$ cat src/rtl/sum_arbiter.sv
// sum_arbiter
// Round-robin front end for a single iterative summation engine that
// computes sum(i, i = 1..N) with one addition per clock. Requesters hold
// a request level and present a 4-bit N. One requester is granted at a
// time. Its job runs to completion, and the 7-bit result is returned
// tagged with the winner's index.
//
// Ports:
//   clock      rising-edge clock
//   reset      synchronous, active-high reset
//   req        per-requester request level, held until acked
//   n_in       packed N values; requester i uses bits [4i+3:4i]
//   ack        one-hot, one-cycle pulse marking the accepted requester
//   busy       high whenever the engine is not idle
//   sum_out    result of the last completed job, held until the next one
//   sum_id     index of the requester that owns sum_out
//   sum_valid  one-cycle pulse when sum_out/sum_id update
module sum_arbiter #(
    parameter int IDW = 2
) (
    input  logic                  clock,
    input  logic                  reset,
    input  logic [2**IDW-1:0]     req,
    input  logic [4*(2**IDW)-1:0] n_in,
    output logic [2**IDW-1:0]     ack,
    output logic                  busy,
    output logic [6:0]            sum_out,
    output logic [IDW-1:0]        sum_id,
    output logic                  sum_valid
);

    localparam int NREQ = 2**IDW;

    localparam logic [1:0] IDLE  = 2'd0;
    localparam logic [1:0] ACCUM = 2'd1;
    localparam logic [1:0] DONE  = 2'd2;

    logic [1:0]     state;
    logic [IDW-1:0] ptr;
    logic [IDW-1:0] idx;
    logic [6:0]     sum;
    logic [3:0]     count;

    logic           found;
    logic [IDW-1:0] win;
    logic [IDW-1:0] cand;
    logic [3:0]     win_n;

    // Search upward from the pointer; IDW-bit addition wraps modulo NREQ.
    always_comb begin
        found = 1'b0;
        win   = '0;
        cand  = '0;
        for (int unsigned i = 0; i < NREQ; i++) begin
            cand = ptr + IDW'(i);
            if (!found && req[cand]) begin
                found = 1'b1;
                win   = cand;
            end
        end
    end

    assign win_n = n_in[{win, 2'b00} +: 4];

    // busy decodes the state register only, so it has no path from req/n_in.
    assign busy = (state != IDLE);

    always_ff @(posedge clock) begin
        if (reset) begin
            state     <= IDLE;
            ptr       <= '0;
            idx       <= '0;
            sum       <= '0;
            count     <= '0;
            ack       <= '0;
            sum_out   <= '0;
            sum_id    <= '0;
            sum_valid <= 1'b0;
        end else begin
            ack       <= '0;
            sum_valid <= 1'b0;
            case (state)
                IDLE: begin
                    if (found) begin
                        idx   <= win;
                        // sum starts at N, so the remaining terms are N-1 .. 1.
                        sum   <= {3'b000, win_n};
                        count <= (win_n == 4'd0) ? 4'd0 : win_n - 4'd1;
                        ack   <= NREQ'(1) << win;
                        ptr   <= win + IDW'(1);
                        state <= ACCUM;
                    end
                end
                ACCUM: begin
                    if (count != 4'd0) begin
                        sum   <= sum + {3'b000, count};
                        count <= count - 4'd1;
                    end else begin
                        sum_out   <= sum;
                        sum_id    <= idx;
                        sum_valid <= 1'b1;
                        state     <= DONE;
                    end
                end
                DONE: begin
                    state <= IDLE;
                end
                default: begin
                    state <= IDLE;
                end
            endcase
        end
    end

endmodule

$ cat config.mk
export PLATFORM = sky130hd
export DESIGN_NAME = sum_arbiter
export DESIGN_NICKNAME = d
export VERILOG_FILES = /design/src/rtl/sum_arbiter.sv
export SDC_FILE = /design/constraint.sdc
export NUM_CORES = 1
export LEC_CHECK = 0
export CORE_MARGIN = 2
export CORE_UTILIZATION = 49
export DETAILED_ROUTE_END_ITERATION = 10
export MAX_ROUTING_LAYER = met4
export PLACE_DENSITY = 0.82
export REMOVE_ABC_BUFFERS = 1
export SLEW_MARGIN = 30
export SYNTH_ARGS = -nofsm -noshare
export SYNTH_HDL_FRONTEND = slang
export SYNTH_SLANG_ARGS = --single-unit
$ cat constraint.sdc
create_clock -name clock -period 2.6 [get_ports clock]
set_input_delay 0.26 -clock clock [delete_from_list [all_inputs] [get_ports clock]]
set_output_delay 0.26 -clock clock [all_outputs]
set_load 0.02 [all_outputs]
==> reports/summary.log, run 1 <==
[outcome] status complete, no violations
[synth] area leader, netlist dfxtp_1
[placed_design] sum of net half-perimeters after detailed placement 2732 um
[sta] number of endpoints with negative hold slack in the final report 0
[global_route] met2 Track Usage GR 39.06%
[critical_path] Worst setup SP type register
[critical_path] required time at the endpoint of the critical path 2850 ps
[cts] Clock Pin Slew Worst Setup and Hold Paths 100 ps
[routing] total via count after detailed routing 1,421
[floorplan] I/O Pins 37
[synth] syn avg cell area 8.841 sq um
[cells_and_area] area delta synth->final 27.53%
[critical_path] crit path kind reg -> reg
[routing] number of DRC violations after detailed routing 0
[floorplan] total number of placement rows 20
[critical_path] number of cells on the worst reg-to-reg path 9
[synth] Synth area leaders dfxtp_1 39%, mux2i_1 11%, nor2_1 5.6%
[synth] Synth async-reset ratio 0%
[cts] CTS root buffer clkbuf_4
[critical_path] endpoint kind of the worst setup timing path register
[placed_design] port bufs 36
[placed_design] Post-Place Cells 256
[global_route] total gr overflow 0
[cells_and_area] number of filler instances in the final layout 262
[cts] CTS Buf Count 5
[placed_design] post-placement worst setup slack 128.8 ps
[global_route] total routing usage reported by global routing 22.48%
[synth] number of flops mapped to enable cells by yosys 0
[floorplan] Initial Util 52.28%
[cells_and_area] non-filler instance count after layout 263
[cts] buffers from clock root to sink, at most 2
[min_path] end point of the worst hold path idx[0]
[sta] Min Hold Slack 471.8 ps
[routing] first-pass iteration count of the detailed router 4
[cells_and_area] Reg area 620.6 sq um
[cts] post-CTS setup buffers 0
[floorplan] chip width 61.31 um
[cts] clock tree from TritonCTS built
[cts] number of resized instances in the post-cts repair step 0
[global_route] met3 routing resource usage after global routing 4.832%
[power_and_ir_drop] worst vdd ir 524.6 uV
[critical_path] Crit path arrival time 2580 ps
[floorplan] Vert. Die Dim 61.31 um
[min_path] cell count of the worst hold path 2
[synth] post-synthesis cell count 182
[sta] Layout Skew 11.48 ps
[critical_path] maximum fanout along the worst path 11
[synth] number of distinct library cell variants in the gate-level netlist after synthesis 40
[sta] total negative slack for setup checks 0 ps
[critical_path] number of buffer and inverter instances along the worst setup path 2
[sta] Worst-Margin Slew 743.2 ps
[sta] ratio of final minimum period to clock period 89.63%
[sta] highest achievable clock rate 429.1 MHz
[synth] YS warnings 0
[routing] detail-routed via count per cell 5.403
[floorplan] die area 3758 sq um
[routing] number of antenna-violating nets in the routed design 0
[critical_path] origin of the critical flop-to-flop path count[1]
[synth] commonest cells in the netlist 31 x dfxtp_1, 24 x nor2_1, 17 x mux2i_1, 14 x a21oi_1, 10 x nand2_1
[global_route] antenna violations before repair 0
[global_route] maximum number of pins on one net before global-route repair 16
[synth] leading register cell type out of synthesis dfxtp_1
[cts] H-tree levels 2
[sta] max_slew headroom 50.18%
[sta] Period minus WS final 2330 ps
[floorplan] area of the core 3078 sq um
[synth] post-synthesis instance area 1609 sq um
[cells_and_area] share of final-layout standard cells stronger than drive strength 1 8.676%
[critical_path] crit-path cells inv_1 -> ha_1 -> nor2b_1 -> nor2b_1 -> a211oi_2 -> buf_4 -> and2_1 -> o21ai_0 -> a21oi_1
[power_and_ir_drop] PwrDens 1007 nW/um^2
[cts] number of buffers added to fix hold violations after cts 0
[global_route] global-route wire length before repair 5940 um
[cells_and_area] diode count 0
[placed_design] global placement routability congestion 0.8666
[cells_and_area] NumNets Final 247
[critical_path] Reg-to-Reg End count[0]
[critical_path] cell repeated most along the worst path nor2b_1
[cells_and_area] Util after Layout 66.67%
[critical_path] slowest stage cell, crit path a211oi_2
[critical_path] R2R setup slack 270 ps
[synth] most frequently used cell type in the post-synthesis netlist dfxtp_1
[routing] wire length per cell after detailed routing 13.37 um
[synth] Seq/Total Area, Yosys 38.57%
[critical_path] delay of the slowest cell on the worst path 550 ps
[global_route] GR Layer Usage met1 23.55%
[cts] source-to-sink clock delay at the later pin of the worst-skew pair 330 ps
[sta] setup repair after global routing missed its margin false
[cells_and_area] multi-input combinational cell area 918.4 sq um
[sta] number of endpoints failing setup at the final stage 0
[run] Max Cap Viol 0
[min_path] source of the worst hold timing path idx[0]
[synth] area fraction of the dominant cell type after synthesis 38.57%
[sta] Final WS setup 269.6 ps
[global_route] routing layer with the top usage in global route met2
[cts] clock sink count 31
[global_route] via count of the first global-routing pass 1,381
[critical_path] gate family responsible for the most delay along the worst path compound AO/OA/AOI/OAI gates
[routing] number of design-rule violations left by the first detailed-router iteration 70
[routing] detailed-route wire length 3515 um
[sta] final max-slew violation count 0
[synth] synthesized flop and latch total 31
[min_path] class of the tightest hold or removal check reg -> reg
[power_and_ir_drop] LEAKAGE 0.0008378 uW
## worst max path at each step
stage | startpoint | to | slack [ps] | depth (start not counted)
3_3_place_gp | req[0] | count[2] | 200 | 9
5_1_grt | count[1] | ack[2] | 20 | 9
2_1_floorplan | count[1] | sum[6] | 430 | 9
6_report | count[1] | count[0] | 270 | 9
4_1_cts | count[1] | ack[2] | 270 | 9
3_5_place_dp | req[1] | count[2] | 130 | 8
## cells by family (layout without fill, tap and decap cells)
logic type	after synthesis	count (layout)	share of synthesized area (%)
multiplexers	20	20	13.14
flip-flops	31	31	38.57
XOR/XNOR	5	5	2.722
AND/OR/NAND/NOR	64	64	19.13
buffers and inverters	15	52	4.665
AO/OA/AOI/OAI	41	41	16.64
adder cells (fa/ha/maj)	6	6	5.132
## placed cells by master, fill, tap and decap left out, drive strengths merged
cell type / count
a211oi: 4
a21boi: 1
a21o: 1
a21oi: 15
a22oi: 2
and2: 2
and4: 1
buf: 2
clkbuf: 6
clkdlybuf4s50: 36
clkinv: 1
dfxtp: 31
fa: 1
ha: 5
inv: 7
mux2: 3
mux2i: 17
nand2: 10
nand2b: 3
nand3: 3
nand4: 1
nor2: 25
nor2b: 9
nor3: 7
nor4: 1
nor4b: 1
o211ai: 4
o21a: 2
o21ai: 10
o22ai: 1
o32a: 1
or2: 1
xnor2: 3
xor2: 2
## sequential cells by signal, indices dropped and copies added (netlist names)
register   cells
ptr            2
ack            4
sum_valid      1
state          2
sum_out        7
idx            2
sum            7
sum_id         2
count          4
## worst min-delay path, stage by stage (launching register included)
cell     delay (ps)
dfxtp_1         320
nand2_1          50
a21oi_1          60
## metal layers
metal / up-vias / routed length, um
li1: 709 / -
met1: 661 / 1415
met2: 42 / 1808
met3: 9 / 205
met4: 0 / 85
met5: - / 0
## power by group
group	leakage (uW)	internal (uW)	switching [uW]	total [uW]
clock network	0.0000341	125	158	283
registers	0.000254	592	104	696
logic	0.000550	492	595	1090
## layout make-up
type | count | share of cell area [%]
Clock inverter | 1 | 0.2439
Sequential cell | 31 | 30.24
Inverter | 7 | 1.280
Multi-Input combinational cell | 136 | 44.76
Clock buffer | 6 | 2.500
Tap cell | 44 | 2.683
Timing Repair Buffer | 38 | 18.29
## through the flow
step           cell area (sq um)  total power [uW]
2_1_floorplan               1560              1471
3_5_place_dp                1996              1784
4_1_cts                     2052              2069
3_3_place_gp                1991              1736
5_1_grt                     2052              2239
6_report                    2052              2066
(Power assumes the default switching activity.)
==> run 2: changes to the inputs <==
- CORE_UTILIZATION: 49 -> 30
- PLACE_DENSITY: 0.82 -> 0.56
==> run 2 against run 1 <==
Compared with the run above: register-to-register slack improved by 180 ps; total power increased by 4.8%; flip-flop and latch count stayed put; critical path type is now in -> reg; critical endpoint is now count[2]; largest cell class unchanged.
==> reports/summary.log, run 2 (synthesis results as in run 1) <==
[outcome] status complete, no violations
[critical_path] Critical Path Start req[0]
[cts] clock sink count 31
[global_route] global-route wire length before repair 6023 um
[sta] Layout Skew 2.971 ps
[cells_and_area] most common library cell in the layout ignoring fill and taps clkdlybuf4s50_1
[cts] CTS Buf Count 5
[sta] Worst-Margin Slew 789.4 ps
[routing] wire length per cell after detailed routing 11.85 um
[global_route] total routing usage reported by global routing 12.80%
[cts] Clock Pin Slew Worst Setup and Hold Paths 60 ps
[cells_and_area] NumNets Final 249
[sta] ratio of final minimum period to clock period 85.39%
[power_and_ir_drop] LEAKAGE 0.0008633 uW
[critical_path] Crit path arrival time 2420 ps
[cts] post-CTS setup buffers 0
[cts] clock tree from TritonCTS built
[routing] number of design-rule violations left by the first detailed-router iteration 67
[routing] number of DRC violations after detailed routing 0
[power_and_ir_drop] PnR Total Power 2165 uW
[routing] first-pass iteration count of the detailed router 4
[floorplan] Vert. Die Dim 77.24 um
[floorplan] area of the core 5140 sq um
[routing] detail-routed via count per cell 4.698
[placed_design] port bufs 36
[sta] Period minus WS final 2220 ps
[critical_path] maximum fanout along the worst path 5
[floorplan] Initial Util 31.30%
[sta] setup repair after global routing missed its margin false
[min_path] class of the tightest hold or removal check reg -> reg
[power_and_ir_drop] PwrDens 1013 nW/um^2
[cts] source-to-sink clock delay at the later pin of the worst-skew pair 270 ps
[cells_and_area] share of final-layout standard cells stronger than drive strength 1 9.502%
[floorplan] die area 5965 sq um
[sta] number of endpoints with negative hold slack in the final report 0
[sta] final max-slew violation count 0
[global_route] maximum number of pins on one net before global-route repair 15
[sta] total negative slack for setup checks 0 ps
[critical_path] origin of the critical flop-to-flop path count[0]
[sta] Min Hold Slack 457.8 ps
[placed_design] sum of net half-perimeters after detailed placement 2610 um
[global_route] via count of the first global-routing pass 1,359
[cts] buffers from clock root to sink, at most 2
[sta] highest achievable clock rate 450.4 MHz
[critical_path] R2R setup slack 450 ps
[critical_path] crit path kind in -> reg
[sta] Final WS setup 379.7 ps
[run] Max Cap Viol 0
[min_path] source of the worst hold timing path idx[1]
[routing] detailed-route wire length 3448 um
[cells_and_area] number of filler instances in the final layout 553
[cells_and_area] diode count 0
[floorplan] I/O Pins 37
[placed_design] post-placement worst setup slack 113.0 ps
[cts] H-tree levels 2
[critical_path] Worst setup SP type input port
[critical_path] required time at the endpoint of the critical path 2800 ps
[sta] number of endpoints failing setup at the final stage 0
[cells_and_area] area delta synth->final 32.89%
[placed_design] global placement routability congestion 0.7946
[global_route] total gr overflow 0
[routing] number of antenna-violating nets in the routed design 0
[cells_and_area] largest registers in the final layout sum: 7 flops, sum_out: 7 flops
[cells_and_area] commonest non-fill, non-tap cells in the layout 36 x clkdlybuf4s50_1, 31 x dfxtp_1, 24 x nor2_1, 17 x mux2i_1, 14 x a21oi_1
[power_and_ir_drop] worst vdd ir 385.5 uV
[floorplan] chip width 77.24 um
[floorplan] total number of placement rows 26
[critical_path] endpoint kind of the worst setup timing path register
[routing] total via count after detailed routing 1,367
[cts] CTS root buffer clkbuf_8
[global_route] antenna violations before repair 0
[sta] max_slew headroom 46.63%
[run 2: area by class of cell]
class | count | area, sq um | share of cell area, %
well taps | 70 | 87.58 | 4.096
clock inverters | 1 | 5.005 | 0.2341
inverters | 7 | 26.28 | 1.229
clock buffers | 6 | 82.58 | 3.862
repair buffers | 40 | 390.4 | 18.26
flip-flops and latches | 31 | 620.6 | 29.02
multi-input cells | 136 | 925.9 | 43.30
[run 2: critical path, stage by stage]
cell and delay, ps:
clkdlybuf4s50_1 490, nor2b_1 170, o21ai_0 140, o21ai_1 120, nor2_2 290, mux2i_1 470
and4_1 250, o21ai_1 70, a21oi_1 160
[run 2: final timing paths]
kind	endpoint	cells past startpoint
worst min-delay path	idx[1]	2
worst max register to register	ack[2]	9
worst min register to register	idx[1]	2
worst max-delay path	count[2]	9
[run 2: routing by layer]
metal | wire length (um) | vias to the layer above | GRT usage [%]
li1 | - | 710 | -
met1 | 1685 | 630 | 16.05
met2 | 1607 | 22 | 20.43
met3 | 121 | 5 | 3.176
met4 | 34 | 0 | 3.750
met5 | 0 | - | -
[run 2: what timing repair did]
action                                 CTS  global route
resized for setup                        0             1
setup endpoints to repair                0             2
hold buffers                             0             0
endpoints found under the hold margin    0             0
[run 2: stage by stage]
step / util, % / std cells / cell area [sq um]
detailed placement: 39.75 / 284 / 2043
CTS: 41.46 / 291 / 2131
global placement: 39.65 / 284 / 2038
global route: 41.60 / 291 / 2138
floorplan: - / 174 / 1560
finish: 41.60 / 291 / 2138
[run 2: report_power, final]
part	switching, uW	total [uW]	internal (uW)
sequential	100	693	593
combinational	593	1100	504
clock	167	375	207
total	861	2170	1300
